===== src/rtl/frame_tx_if.sv =====
// Byte-level handshake between the frame transmitter and the UART byte transmitter.
interface frame_tx_if;
    logic       tx_start;
    logic [7:0] tx_data;
    logic       tx_done;

    modport master (output tx_start, output tx_data, input tx_done);
    modport slave  (input tx_start, input tx_data, output tx_done);
endinterface


===== src/rtl/frame_tx.sv =====
// Modbus RTU response frame transmitter: serializes a pre-assembled response
// vector byte by byte into the UART and holds a 3.5-character silence afterwards.
module frame_tx #(
    parameter int CLK_FREQ   = 50000000,
    parameter int BAUD_RATE  = 115200,
    parameter int GAP_CYCLES = ((CLK_FREQ / BAUD_RATE) * 385) / 10
) (
    input  logic         clk,
    input  logic         rst,
    input  logic         tx_exp_rp_start,
    input  logic         tx_06_rp_start,
    input  logic         tx_03_04_rp_start,
    input  logic [39:0]  exception_seq,
    input  logic [63:0]  code06_response,
    input  logic [103:0] code03_04_response,
    input  logic [7:0]   tx_quantity,
    frame_tx_if.master   uart,
    output logic         rs485_de,
    output logic         frame_busy,
    output logic         frame_done,
    output logic         tx_overrun,
    output logic         len_error
);

    localparam int GAP_W = (GAP_CYCLES > 1) ? $clog2(GAP_CYCLES) : 1;
    localparam logic [GAP_W-1:0] GAP_LAST = GAP_W'(GAP_CYCLES - 1);

    typedef enum logic [1:0] {IDLE, SEND, GAP} state_t;

    state_t           state;
    logic [103:0]     shift_reg;
    logic [3:0]       byte_cnt;
    logic [GAP_W-1:0] gap_cnt;
    logic             tx_start;
    logic [7:0]       tx_data;
    logic             any_req;
    logic             qty_ok;

    assign any_req = tx_exp_rp_start | tx_06_rp_start | tx_03_04_rp_start;
    assign qty_ok  = (tx_quantity != 8'd0) && (tx_quantity <= 8'd4);

    assign uart.tx_start = tx_start;
    assign uart.tx_data  = tx_data;

    // byte_cnt holds the bytes still owed to the UART, including the one in flight
    always_ff @(posedge clk) begin
        if (rst) begin
            state      <= IDLE;
            shift_reg  <= '0;
            byte_cnt   <= '0;
            gap_cnt    <= '0;
            tx_start   <= 1'b0;
            tx_data    <= 8'h00;
            rs485_de   <= 1'b0;
            frame_busy <= 1'b0;
            frame_done <= 1'b0;
            tx_overrun <= 1'b0;
            len_error  <= 1'b0;
        end else begin
            tx_start   <= 1'b0;
            frame_done <= 1'b0;
            tx_overrun <= 1'b0;
            len_error  <= 1'b0;
            case (state)
                IDLE: begin
                    if (tx_exp_rp_start) begin
                        shift_reg  <= {exception_seq, 64'h0};
                        byte_cnt   <= 4'd5;
                        tx_data    <= exception_seq[39:32];
                        tx_start   <= 1'b1;
                        rs485_de   <= 1'b1;
                        frame_busy <= 1'b1;
                        state      <= SEND;
                    end else if (tx_06_rp_start) begin
                        shift_reg  <= {code06_response, 40'h0};
                        byte_cnt   <= 4'd8;
                        tx_data    <= code06_response[63:56];
                        tx_start   <= 1'b1;
                        rs485_de   <= 1'b1;
                        frame_busy <= 1'b1;
                        state      <= SEND;
                    end else if (tx_03_04_rp_start) begin
                        if (qty_ok) begin
                            shift_reg  <= code03_04_response;
                            byte_cnt   <= 4'd5 + {tx_quantity[2:0], 1'b0};
                            tx_data    <= code03_04_response[103:96];
                            tx_start   <= 1'b1;
                            rs485_de   <= 1'b1;
                            frame_busy <= 1'b1;
                            state      <= SEND;
                        end else begin
                            len_error <= 1'b1;
                        end
                    end
                end
                SEND: begin
                    if (any_req) begin
                        tx_overrun <= 1'b1;
                    end
                    // a done arriving in the same cycle as our start belongs to an older byte
                    if (uart.tx_done && !tx_start) begin
                        if (byte_cnt == 4'd1) begin
                            rs485_de   <= 1'b0;
                            frame_done <= 1'b1;
                            byte_cnt   <= 4'd0;
                            gap_cnt    <= '0;
                            state      <= GAP;
                        end else begin
                            shift_reg <= shift_reg << 8;
                            tx_data   <= shift_reg[95:88];
                            byte_cnt  <= byte_cnt - 4'd1;
                            tx_start  <= 1'b1;
                        end
                    end
                end
                GAP: begin
                    if (any_req) begin
                        tx_overrun <= 1'b1;
                    end
                    if (gap_cnt == GAP_LAST) begin
                        gap_cnt    <= '0;
                        frame_busy <= 1'b0;
                        state      <= IDLE;
                    end else begin
                        gap_cnt <= gap_cnt + GAP_W'(1);
                    end
                end
                default: begin
                    state <= IDLE;
                end
            endcase
        end
    end

endmodule


===== src/flat_wrapper.sv =====
// flat-port wrapper written by rule: the top's interface ports become plain ports
module frame_tx_flat 
#(
    parameter int CLK_FREQ   = 50000000,
    parameter int BAUD_RATE  = 115200,
    parameter int GAP_CYCLES = ((CLK_FREQ / BAUD_RATE) * 385) / 10
)
  (clk, rst, tx_exp_rp_start, tx_06_rp_start, tx_03_04_rp_start, exception_seq, code06_response, code03_04_response, tx_quantity, rs485_de, frame_busy, frame_done, tx_overrun, len_error, uart_tx_start, uart_tx_data, uart_tx_done);
  frame_tx_if uart_i ();
  input  logic clk;
  input  logic rst;
  input  logic tx_exp_rp_start;
  input  logic tx_06_rp_start;
  input  logic tx_03_04_rp_start;
  input  logic [39:0] exception_seq;
  input  logic [63:0] code06_response;
  input  logic [103:0] code03_04_response;
  input  logic [7:0] tx_quantity;
  output logic rs485_de;
  output logic frame_busy;
  output logic frame_done;
  output logic tx_overrun;
  output logic len_error;
  output wire logic [$bits(uart_i.tx_start)-1:0] uart_tx_start;
  output wire logic [$bits(uart_i.tx_data)-1:0] uart_tx_data;
  input wire logic [$bits(uart_i.tx_done)-1:0] uart_tx_done;
  assign uart_tx_start = uart_i.tx_start;
  assign uart_tx_data = uart_i.tx_data;
  assign uart_i.tx_done = uart_tx_done;
  frame_tx #(.CLK_FREQ(CLK_FREQ), .BAUD_RATE(BAUD_RATE), .GAP_CYCLES(GAP_CYCLES)) u_core (.clk(clk), .rst(rst), .tx_exp_rp_start(tx_exp_rp_start), .tx_06_rp_start(tx_06_rp_start), .tx_03_04_rp_start(tx_03_04_rp_start), .exception_seq(exception_seq), .code06_response(code06_response), .code03_04_response(code03_04_response), .tx_quantity(tx_quantity), .uart(uart_i), .rs485_de(rs485_de), .frame_busy(frame_busy), .frame_done(frame_done), .tx_overrun(tx_overrun), .len_error(len_error));
endmodule

===== config.mk =====
export PLATFORM = sky130hd
export DESIGN_NAME = frame_tx_flat
export DESIGN_NICKNAME = d
export VERILOG_FILES = /design/src/rtl/frame_tx_if.sv /design/src/rtl/frame_tx.sv /design/src/flat_wrapper.sv
export SDC_FILE = /design/constraint.sdc
export NUM_CORES = 1
export LEC_CHECK = 0
export ABC_AREA = 1
export CAP_MARGIN = 20
export CORE_MARGIN = 2
export CORE_UTILIZATION = 59
export CTS_CLUSTER_DIAMETER = 150
export DETAILED_ROUTE_END_ITERATION = 6
export DONT_BUFFER_PORTS = 1
export HOLD_SLACK_MARGIN = 0.1
export MAX_ROUTING_LAYER = met4
export PLACE_DENSITY_LB_ADDON = 0.2
export SYNTH_ARGS = -nofsm -noshare
export SYNTH_HDL_FRONTEND = slang
export SYNTH_SLANG_ARGS = --single-unit

===== constraint.sdc =====
create_clock -name clk -period 4.8 [get_ports clk]
set_clock_uncertainty 0.05 [all_clocks]
set_input_delay 0.48 -clock clk [delete_from_list [all_inputs] [get_ports clk]]
set_output_delay 0.48 -clock clk [all_outputs]
set_load 0.01 [all_outputs]

# ---- Word-level counts from Yosys, hierarchy flattened
# Index checks and enable logic that the tools add are counted.
dict set report totals {
  regBits 131
  input_bits 222
}
dict set report op_classes {
  add_sub_neg 3
  order_cmp 1
  n_eq_ne 10
  mux 52
  n_bitwise 7
  reduce_logical 18
}
# operator n
set ops {}
lappend ops {{2-to-1 mux 96 bit} 6}
lappend ops {{one-hot mux 96 bit (2 select lines)} 1}
lappend ops {{2-to-1 mux 8 bit} 6}
lappend ops {{2-to-1 mux 15 bit} 3}
lappend ops {{one-hot mux 15 bit (2 select lines)} 1}
lappend ops {{2-to-1 mux 4 bit} 6}
lappend ops {{2-to-1 mux 1 bit} 16}
lappend ops {{one-hot mux 8 bit (2 select lines)} 1}
lappend ops {{adder 15 x 1 -> 15 bit, second input constant} 1}
lappend ops {{equality test 15 bit, second input constant} 1}
lappend ops {{AND reduction 5 bit} 3}
lappend ops {{2-to-1 mux 2 bit} 7}
lappend ops {{<= comparator 8 x 3 -> 1 bit, second input constant} 1}
lappend ops {{one-hot mux 4 bit (2 select lines)} 1}
lappend ops {{AND reduction 4 bit} 2}
lappend ops {{nonzero test 8 bit} 1}
lappend ops {{!= test 2 x 1 -> 1 bit, second input constant} 3}
lappend ops {{one-hot mux 1 bit (2 select lines)} 3}
lappend ops {{one-hot mux 2 bit (3 select lines)} 1}
lappend ops {{nonzero test 2 bit} 3}
lappend ops {{inverter 1 bit} 5}
lappend ops {{OR reduction 5 bit} 1}
lappend ops {{adder 3 x 4 -> 4 bit, first input constant} 1}
lappend ops {{equality test 4 x 1 -> 1 bit, second input constant} 1}
lappend ops {{other kinds (13)} 16}

# ---- Depth between registers and ports, before layout
# Gate-level depths: netlist of the first run.
dict set report logic_depth {
  word_depth 7
  depth_mapped 12
  ltp_nobuf 11
}

# ---- Least setup slack after synthesis of the first run
# OpenSTA, ideal clock, no wires.
dict set report synth_path {
  path_type {reg-to-reg}
  start {reg u_core.state[1]}
  end {reg u_core.gap_cnt[6]}
  setup_ns 0.121
  t_arrival_ns 1.596
  slack_ns 3.032
  path_stages_with_launch 12
  path_buffers 1
  cell_sequence {dfxtp_1 -> inv_1 -> ha_1 -> buf_2 -> o21ai_0 -> nand2_1 -> inv_2 -> nand2_1 -> nand2_2 -> inv_1 -> nand2_1 -> nor2_1}
}
dict set report synth_between {
  elab_chain_cells 3
}
# item line_no
set synth_lines {}
lappend synth_lines {{start: declaration} frame_tx.sv:30} ;# state_t state;
lappend synth_lines {{start signal: assignment} frame_tx.sv:48} ;# state <= IDLE;
lappend synth_lines {{start signal: assignment} frame_tx.sv:73} ;# state <= SEND;
lappend synth_lines {{start signal: assignment} frame_tx.sv:81} ;# state <= SEND;
lappend synth_lines {{equality test 2 x 1 -> 1 bit or equality test 2 bit (tied branches)} frame_tx.sv:64} ;# case (state)
lappend synth_lines {{!= test 2 x 1 -> 1 bit (no line) or nonzero test 2 bit (tied branches)} n/a}
lappend synth_lines {{AND reduction 3 bit (no line)} n/a}
lappend synth_lines {{end signal: assignment} frame_tx.sv:125} ;# gap_cnt <= gap_cnt + GAP_W'(1);
lappend synth_lines {{end: declaration} frame_tx.sv:33} ;# logic [GAP_W-1:0] gap_cnt;
# Several ways; a longest one is shown, not always the timed one.
# A chain may end at the register's enable or synchronous reset.

# ---- Final worst setup path of the first run
dict set report layout_path {
  start {reg u_core.state[1]}
  end {reg u_core.shift_reg[27]}
}
dict set report layout_between {
  elab_chain_cells 3
}
# item line_no
set layout_lines {}
lappend layout_lines {{equality test 2 x 1 -> 1 bit or logical NOT 2 bit (tied branches)} frame_tx.sv:64}
lappend layout_lines {{!= test 2 bit (no line), or another cell as far along} n/a}
lappend layout_lines {{AND reduction 5 bit (no line)} n/a}
lappend layout_lines {{end signal: assignment} frame_tx.sv:67} ;# shift_reg <= {exception_seq, 64'h0};
lappend layout_lines {{end signal: assignment} frame_tx.sv:75} ;# shift_reg <= {code06_response, 40'h0};
lappend layout_lines {{end signal: assignment} frame_tx.sv:84} ;# shift_reg <= code03_04_response;
lappend layout_lines {{end: declaration} frame_tx.sv:31} ;# logic [103:0] shift_reg;
# Several ways; a longest one is shown, not always the timed one.

==> results.ini, run 1 <==
[synthesis]
synthCells=1226
avgSynthCellArea_um2=6.260
synth_area_leaders=dfxtp_1 (34%), nand2_1 (18%), nand3_1 (6.4%), nor2_1 (6.3%), inv_1 (6.2%)
ys.flop_type=dfxtp_1
syn_nets=1455
yosysMostFrequentCell=nand2_1
ys_seq_elements=131
synth_area_leader_cell=dfxtp_1
yosys_warnings=0
synth_cell_types=32
synth_enable_flop_cells=0
seq_area_frac_synth=0.3417
synth_top_area_frac=0.3417
synth.cell_area_um2=7675
synthArstFlopShare=0
synth_common_cells=nand2_1 (367), dfxtp_1 (131), nor2_1 (129), inv_1 (127), nand3_1 (98)

[route]
via_count=7470
wl_um=19960
wl_per_cell_um=14.71
routed_via_density=5.505
first_pass_iters=5
drcViolationCount=0
drt_iter0_drc=731
ant_nets=0

[floorplan]
io_pins=236
die_h_um=118.1
die_width_um=118.1
coreArea_um2=12670
initial_core_util=0.6057
dieArea_um2=13940
fp-row-count=41

[cts]
cts_tree=yes
clkSlewWorstSetupHoldPaths_ns=0.06
clkSinkCount=131
post_cts_resized=0
root_buffer=clkbuf_16
cts_max_level=4
worst_skew_pair.late_latency_ns=0.43
clockBufferDepth=2
cts_buffers=17

[timing]
period_share=0.6877
hold_ws_ns=0.1537
fin_crit_ns=3.301
tns_ns=0
timing.slew.headroom=0.4334
fmax_ghz=0.3030
rsz0062_at_grt=false
finalSetupViolCount=0
finalHoldViolCount=0
tightest_slew_ns=0.8498
final-max-slew-violation-count=0

[power_and_ir_drop]
switching_share=0.4215
pwr-share-comb=0.409
clockPowerShare=0.264
vdd_drop_max_mv=0.4420
pwr-share-seq=0.327
p_sw_uw=2163
p_int_uw=2968
leakage_uw=0.003576
p_per_area_nw_per_um2=627.2

[grt]
grt_pass1_vias=6641
antenna_found_initial=0
grt_pass1_wl_um=31920
grtUsageTotal=0.2899
grt_start_max_net_pins=90
grt_overflow=0

[finish]
fin_util=0.6457
final_layout_size_suffix_gt1_frac=0.05570
largest_reg_flops=96
diodes=0
multi_input_area_um2=4110
fin_area_um2=8182
n_fill_cell=1215
regArea_um2=2623
num-nets-final=1401
synthToLayoutAreaGrowth_pct=6.603

[setup_path]
crit_path_end_kind=flop
crit_fanout=89
startpoint=u_core.state[1]
crit-reg2reg-launch=u_core.state[1]
critPathArrivalTime_ns=3.56
critPathLaunchType=flop
cp.required_ns=5.06
crit_type=reg -> reg

[worst_hold_path]
hp-start=code03_04_response[0]
hold_class=in -> reg

[status]
status=finished, final reports clean

[flow_run]
drv_cap=0

[place]
port_buffers=0
hpwlAfterDp_um=13270
gp_congestion=0.8676
place_area_um2=7537

## worst paths after layout
kind | to | slack (ns) | cells past startpoint
setup / recovery | u_core.shift_reg[27] | 1.50 | 9
hold / removal | u_core.shift_reg[0] | 0.15 | 2
setup reg to reg | u_core.shift_reg[27] | 1.50 | 9
hold reg to reg | u_core.byte_cnt[1] | 0.41 | 2
## worst max-delay path: stages, from the launching register on
cell     delay [ns]
dfxtp_1        0.32
inv_1          0.11
ha_4           0.26
buf_4          0.69
inv_2          0.49
nand2_1        0.36
inv_1          0.39
a22o_1         0.30
nand3_1        0.08
a21oi_1        0.08
## per-layer routing
layer	share of wire	global-route usage	wire length, µm
met1	0.46	0.3685	9090
met2	0.46	0.4553	9201
met3	0.064	0.05959	1275
met4	0.020	0.1092	391
met5	0	-	0
## placed cells by master (no fill, tap or decap), types with 17 or more instances in the layout
master,instances
a21oi_1,78
a22oi_1,24
clkbuf_16,17
dfxtp_1,131
inv_1,126
nand2_1,367
nand3_1,98
nand4_1,32
nor2_1,128
o21a_1,29
o21ai_0,62
## metrics by stage
| step | setup WS (ns) | std cells | total power [µW] |
|---|---|---|---|
| floorplan | 3.032 | 1226 | 3478 |
| global placement | 1.672 | 1324 | 3731 |
| detailed placement | 1.600 | 1324 | 3762 |
| CTS | 1.586 | 1357 | 5136 |
| global route | 1.282 | 1357 | 5534 |
| finish | 1.499 | 1357 | 5131 |
## kinds of logic (layout without fill, tap and decap cells)
family / Yosys count / in the layout / share of synthesized area
fa+ha+maj: 7 / 7 / 0.01141
simple gates: 641 / 641 / 0.3479
flops: 131 / 131 / 0.3417
compound gates: 219 / 219 / 0.1669
xor+xnor: 5 / 5 / 0.005706
buf+inv: 223 / 182 / 0.1263
## power by group through the flow
stage               combinational, µW  sequential [µW]  clock (µW)
floorplan                        1860             1620           0
global placement                 2050             1690           0
detailed placement               2070             1690           0
CTS                              2100             1680        1360
global route                     2410             1710        1420
finish                           2100             1680        1360
## layout make-up
class | count | share of cell area
clock buffers | 18 | 0.05368
clock inverters | 14 | 0.02172
inverters | 141 | 0.06469
multi-input cells | 872 | 0.5024
flip-flops and latches | 131 | 0.3205
well taps | 172 | 0.02630
repair buffers | 9 | 0.01070
## repair_timing
item | CTS | global route
setup buffers | 0 | 0
hold endpoints to repair | 58 | 0
hold buffers | 1 | 0
No activity file was read; power rests on OpenSTA's default activity.
==> run 2: changes to the inputs <==
==> constraint.sdc (replaced) <==
create_clock -name clk -period 3.39 [get_ports clk]
set_clock_uncertainty 0.05 [all_clocks]
set_input_delay 0.339 -clock clk [delete_from_list [all_inputs] [get_ports clk]]
set_output_delay 0.339 -clock clk [all_outputs]
set_load 0.01 [all_outputs]
==> run 2 against run 1 <==
Compared with the run above: sequential cell count unchanged; worst setup slack got worse by 0.41 ns; utilization increased by 0.85 points; first-iteration DRC count increased by 0.41%; sequential power increased by 42%; register-to-register slack got worse by 0.41 ns; critical path type unchanged; largest cell class unchanged; largest power group unchanged.
==> results.ini, run 2 (synthesis results as in run 1) <==
[status]
status=finished, final reports clean

[worst_hold_path]
hp-start=code03_04_response[5]
hold_depth=4
hold_class=in -> reg
whs_endpoint=u_core.shift_reg[5]

[setup_path]
cp.required_ns=3.70
crit_fanout=89
crit-reg2reg-launch=u_core.state[1]
regToRegSetupSlack_ns=1.09
r2r-end=u_core.shift_reg[86]
critPathArrivalTime_ns=2.60
crit_type=reg -> reg
ff2ff_path_depth=9
crit_path_end_kind=flop
critPathLaunchType=flop

[floorplan]
die_h_um=118.1
io_pins=236
initial_core_util=0.6057
fp-row-count=41
dieArea_um2=13940
die_width_um=118.1
coreArea_um2=12670

[timing]
tns_ns=0
tightest_slew_ns=0.8477
fin_crit_ns=2.297
finalSetupViolCount=0
period_share=0.6775
fmax_ghz=0.4354
timing.slew.headroom=0.4348
final-max-slew-violation-count=0
rsz0062_at_grt=false
finalHoldViolCount=0

[grt]
use_met3=0.05039
grtUsageTotal=0.2931
grt-busiest-layer=met2
grt_overflow=0
grt_start_max_net_pins=90
met2_usage=0.4524
gr-usage-met1=0.3922
antenna_found_initial=0
grt_pass1_vias=6718
grt_pass1_wl_um=32440

[power_and_ir_drop]
p_sw_uw=3030
pwr-share-seq=0.321
p_int_uw=4383
vdd_drop_max_mv=0.6145
total_power_uw=7413
pwr-share-comb=0.412
switching_share=0.4087
leakage_uw=0.003637
clockPowerShare=0.268
p_per_area_nw_per_um2=894.2

[route]
drcViolationCount=0
drt_iter0_drc=734
via_count=7562
routed_via_density=5.552
ant_nets=0
first_pass_iters=5
wl_per_cell_um=14.73
wl_um=20070

[finish]
largest_reg_flops=96
final_cell_mix=nand2_1 (367), dfxtp_1 (131), nor2_1 (128), inv_1 (126), nand3_1 (98)
num-nets-final=1406
diodes=0
regArea_um2=2623
multi_input_area_um2=4110
final_layout_size_suffix_gt1_frac=0.05378
synthToLayoutAreaGrowth_pct=8.005
n_fill_cell=1174
final_common_cell=nand2_1

[flow_run]
drv_cap=0

[cts]
cts_tree=yes
post_cts_resized=0
clockBufferDepth=2
cts_max_level=4
cts_buffers=17
worst_skew_pair.late_latency_ns=0.42
root_buffer=clkbuf_16
post_cts_buffers=0
clkSlewWorstSetupHoldPaths_ns=0.06
clkSinkCount=131
cts_hold_buf=5

[place]
hpwlAfterDp_um=13320
port_buffers=0
gp_congestion=0.9186

-- run 2: how the worst max path moves through the flow --
stage	startpoint	end	slack, ns	cells past startpoint
CTS	u_core.state[1]	u_core.shift_reg[66]	1.16	9
global route	u_core.state[1]	u_core.shift_reg[89]	0.94	9
finish	u_core.state[1]	u_core.shift_reg[86]	1.09	9
global placement	u_core.state[1]	u_core.shift_reg[86]	1.19	9
detailed placement	tx_06_rp_start	u_core.shift_reg[23]	1.14	6
floorplan	u_core.state[1]	u_core.gap_cnt[6]	1.62	11
-- run 2: area by class of cell --
cell class | count | share of cell area
well taps | 172 | 0.02596
inverters | 141 | 0.06385
multi-input cells | 872 | 0.4958
clock buffers | 24 | 0.05932
flip-flops and latches | 131 | 0.3164
repair buffers | 14 | 0.02083
clock inverters | 8 | 0.01781
-- run 2: layer usage --
layer,vias up,wire length (µm)
li1,3822,-
met1,3445,9193
met2,268,9199
met3,27,1305
met4,0,370
met5,-,0
-- run 2: through the flow --
step	cell area, µm²	setup WS [ns]	cells	util	hold WS [ns]
after floorplan	7675	1.622	1226	-	0.3935
after global placement	7582	1.192	1325	0.5984	0.3649
after detailed placement	7582	1.141	1325	0.5984	0.3660
after CTS	8289	1.156	1362	0.6542	0.1024
after global routing	8289	0.9373	1362	0.6542	0.1200
final	8289	1.093	1362	0.6542	0.1076
-- run 2: power by group through the flow --
stage                     combinational [µW]  sequential, µW  clock, µW
after detailed placement                3000            2400          0
after global placement                  2980            2390          0
after CTS                               3050            2370       1990
after global routing                    3490            2430       2060
after floorplan                         2630            2290          0
final                                   3050            2380       1980
-- run 2: worst max-delay path, stage by stage (launching register included) --
cell     delay (ns)
dfxtp_1        0.33
inv_1          0.12
ha_4           0.26
buf_4          0.68
a21oi_1        0.09
nand3_1        0.16
o21ai_1        0.15
inv_1          0.09
nand3_1        0.09
a21oi_1        0.14
==> run 3: changes to the inputs <==
--- a/config.mk
+++ b/config.mk
@@ -8,7 +8,7 @@
 export ABC_AREA = 1
 export CAP_MARGIN = 20
 export CORE_MARGIN = 2
-export CORE_UTILIZATION = 59
+export CORE_UTILIZATION = 58
 export CTS_CLUSTER_DIAMETER = 150
 export DETAILED_ROUTE_END_ITERATION = 6
 export DONT_BUFFER_PORTS = 1
==> constraint.sdc (replaced) <==
create_clock -name clk -period 2.11 [get_ports clk]
set_clock_uncertainty 0.05 [all_clocks]
set_input_delay 0.211 -clock clk [delete_from_list [all_inputs] [get_ports clk]]
set_output_delay 0.211 -clock clk [all_outputs]
set_load 0.01 [all_outputs]
==> run 3 against run 2 <==
Compared with the run above: die area is 1.7% higher; fmax rose by 16%; wire length increased by 7.8%; critical endpoint is now u_core.shift_reg[23]; largest cell class unchanged; power increased by 66%; sequential share of layout area shrank 2.8 points; critical path depth fell by 2; combinational power grew 86%.
==> results.ini, run 3 (synthesis results as in run 1) <==
[setup_path]
crit_fanout=49
critPathArrivalTime_ns=2.27
slowest_delay_ns=0.40
regToRegSetupSlack_ns=0.13
crit_buf_inv=3
cp_cell_sequence=inv_1 -> ha_4 -> buf_4 -> o21ai_4 -> clkbuf_8 -> nand3_1 -> a21oi_1
r2r-end=u_core.shift_reg[23]
crit_path_end_kind=flop
crit-reg2reg-launch=u_core.state[1]
cp.required_ns=2.40
crit_type=reg -> reg
crit_family=buffers and inverters
ff2ff_path_depth=7
critPathLaunchType=flop
slowest_stage=clkbuf_8

[finish]
largest_reg_flops=96
synthToLayoutAreaGrowth_pct=18.36
fin_area_um2=9084
layout.cells.non_filler=1444
final_common_cell=nand2_1
final_layout_size_suffix_gt1_frac=0.07419
final_cell_mix=nand2_1 (367), dfxtp_1 (131), nor2_1 (127), inv_1 (126), nand3_1 (96)
num-nets-final=1485
n_fill_cell=1099

[grt]
grt_pass1_wl_um=33910
grt_start_max_net_pins=84
antenna_found_initial=0
grt_pass1_vias=7128
grt_overflow=0
grtUsageTotal=0.3040

[route]
drt_iter0_drc=666
first_pass_iters=5
drcViolationCount=0
routed_via_density=5.425
wl_um=21630
wl_per_cell_um=14.98
via_count=7833
ant_nets=0

[flow_run]
drv_cap=0

[place]
hpwlAfterDp_um=13600
place_inst=1348
place_area_um2=7818
gp_congestion=0.8759
port_buffers=0

[worst_hold_path]
hold_depth=4
hp-start=code03_04_response[53]
hold_class=in -> reg
whs_endpoint=u_core.shift_reg[53]

[cts]
clkSinkCount=131
root_buffer=clkbuf_16
worst_skew_pair.late_latency_ns=0.41
clockBufferDepth=2
cts_max_level=4
cts_buffers=17
clkSlewWorstSetupHoldPaths_ns=0.06
cts_tree=yes

[timing]
period_share=0.9393
fin_crit_ns=1.982
timing.slew.headroom=0.7645
finalSetupViolCount=0
tightest_slew_ns=0.3532
final-max-slew-violation-count=0
finalHoldViolCount=0
fmax_ghz=0.5046
hold_ws_ns=0.1042

[floorplan]
fp-row-count=42
die_width_um=119.0
die_h_um=119.0
io_pins=236
initial_core_util=0.5865
dieArea_um2=14170
coreArea_um2=13090

[power_and_ir_drop]
leakage_uw=0.004002
vdd_drop_max_mv=0.7922
p_per_area_nw_per_um2=1357

[status]
status=finished, final reports clean

run 3: where the power goes:
group	switching [µW]	total, µW	internal, µW
Combinational	3440	5680	2240
Sequential	532	3820	3280
Clock	1060	2840	1780
run 3: worst register-to-register path, delay by kind of cell, from the launching register on:
family | cells | cell delay, ns
flip-flops | 1 | 0.36
buffers and inverters | 3 | 0.68
AO/OA/AOI/OAI | 2 | 0.43
adder cells (fa/ha/maj) | 1 | 0.20
AND/OR/NAND/NOR | 1 | 0.19
run 3: worst max-delay path by stage:
| stage | start | slack (ns) | cells past startpoint | endpoint |
|---|---|---|---|---|
| 3_5_place_dp | u_core.state[0] | 0.08 | 9 | u_core.shift_reg[95] |
| 4_1_cts | u_core.state[1] | 0.05 | 9 | u_core.shift_reg[23] |
| 3_3_place_gp | u_core.state[0] | 0.15 | 9 | u_core.shift_reg[81] |
| 2_1_floorplan | u_core.state[1] | 0.34 | 11 | u_core.gap_cnt[6] |
| 6_report | u_core.state[1] | 0.13 | 7 | u_core.shift_reg[23] |
| 5_1_grt | u_core.state[1] | -0.002 | 9 | u_core.shift_reg[7] |
run 3: through the flow:
| step | power [µW] | setup TNS (ns) | setup WS (ns) | util |
|---|---|---|---|---|
| 2_1_floorplan | 7912 | 0 | 0.3422 | - |
| 3_3_place_gp | 8911 | 0 | 0.1507 | 0.5974 |
| 3_5_place_dp | 8992 | 0 | 0.08251 | 0.5974 |
| 4_1_cts | 11960 | 0 | 0.04783 | 0.6823 |
| 5_1_grt | 13290 | -0.002302 | -0.002302 | 0.6940 |
| 6_report | 12330 | 0 | 0.1281 | 0.6942 |
run 3: area by class of cell:
cell class | instances | area, µm² | area share
Sequential cell | 131 | 2623 | 0.2887
Antenna cell | 1 | 2.502 | 0.0002755
Clock inverter | 6 | 80.08 | 0.008815
Clock buffer | 24 | 471.7 | 0.05193
Multi-Input combinational cell | 873 | 4135 | 0.4552
Timing Repair Buffer | 92 | 1022 | 0.1125
Tap cell | 176 | 220.2 | 0.02424
Inverter | 141 | 529.3 | 0.05826
run 3: repair_timing:
| action | CTS | global route |
|---|---|---|
| gates resized for setup | 0 | 6 |
| hold buffers | 54 | 0 |
| endpoints found under the hold margin | 74 | 0 |
| setup buffers | 0 | 8 |
| setup endpoints to repair | 0 | 101 |
run 3: layer usage:
| metal | GRT usage | wire length (µm) |
|---|---|---|
| met2 | 0.5108 | 10590 |
| met4 | 0.09673 | 282 |
| met1 | 0.3670 | 9515 |
| met5 | - | 0 |
| met3 | 0.06130 | 1246 |
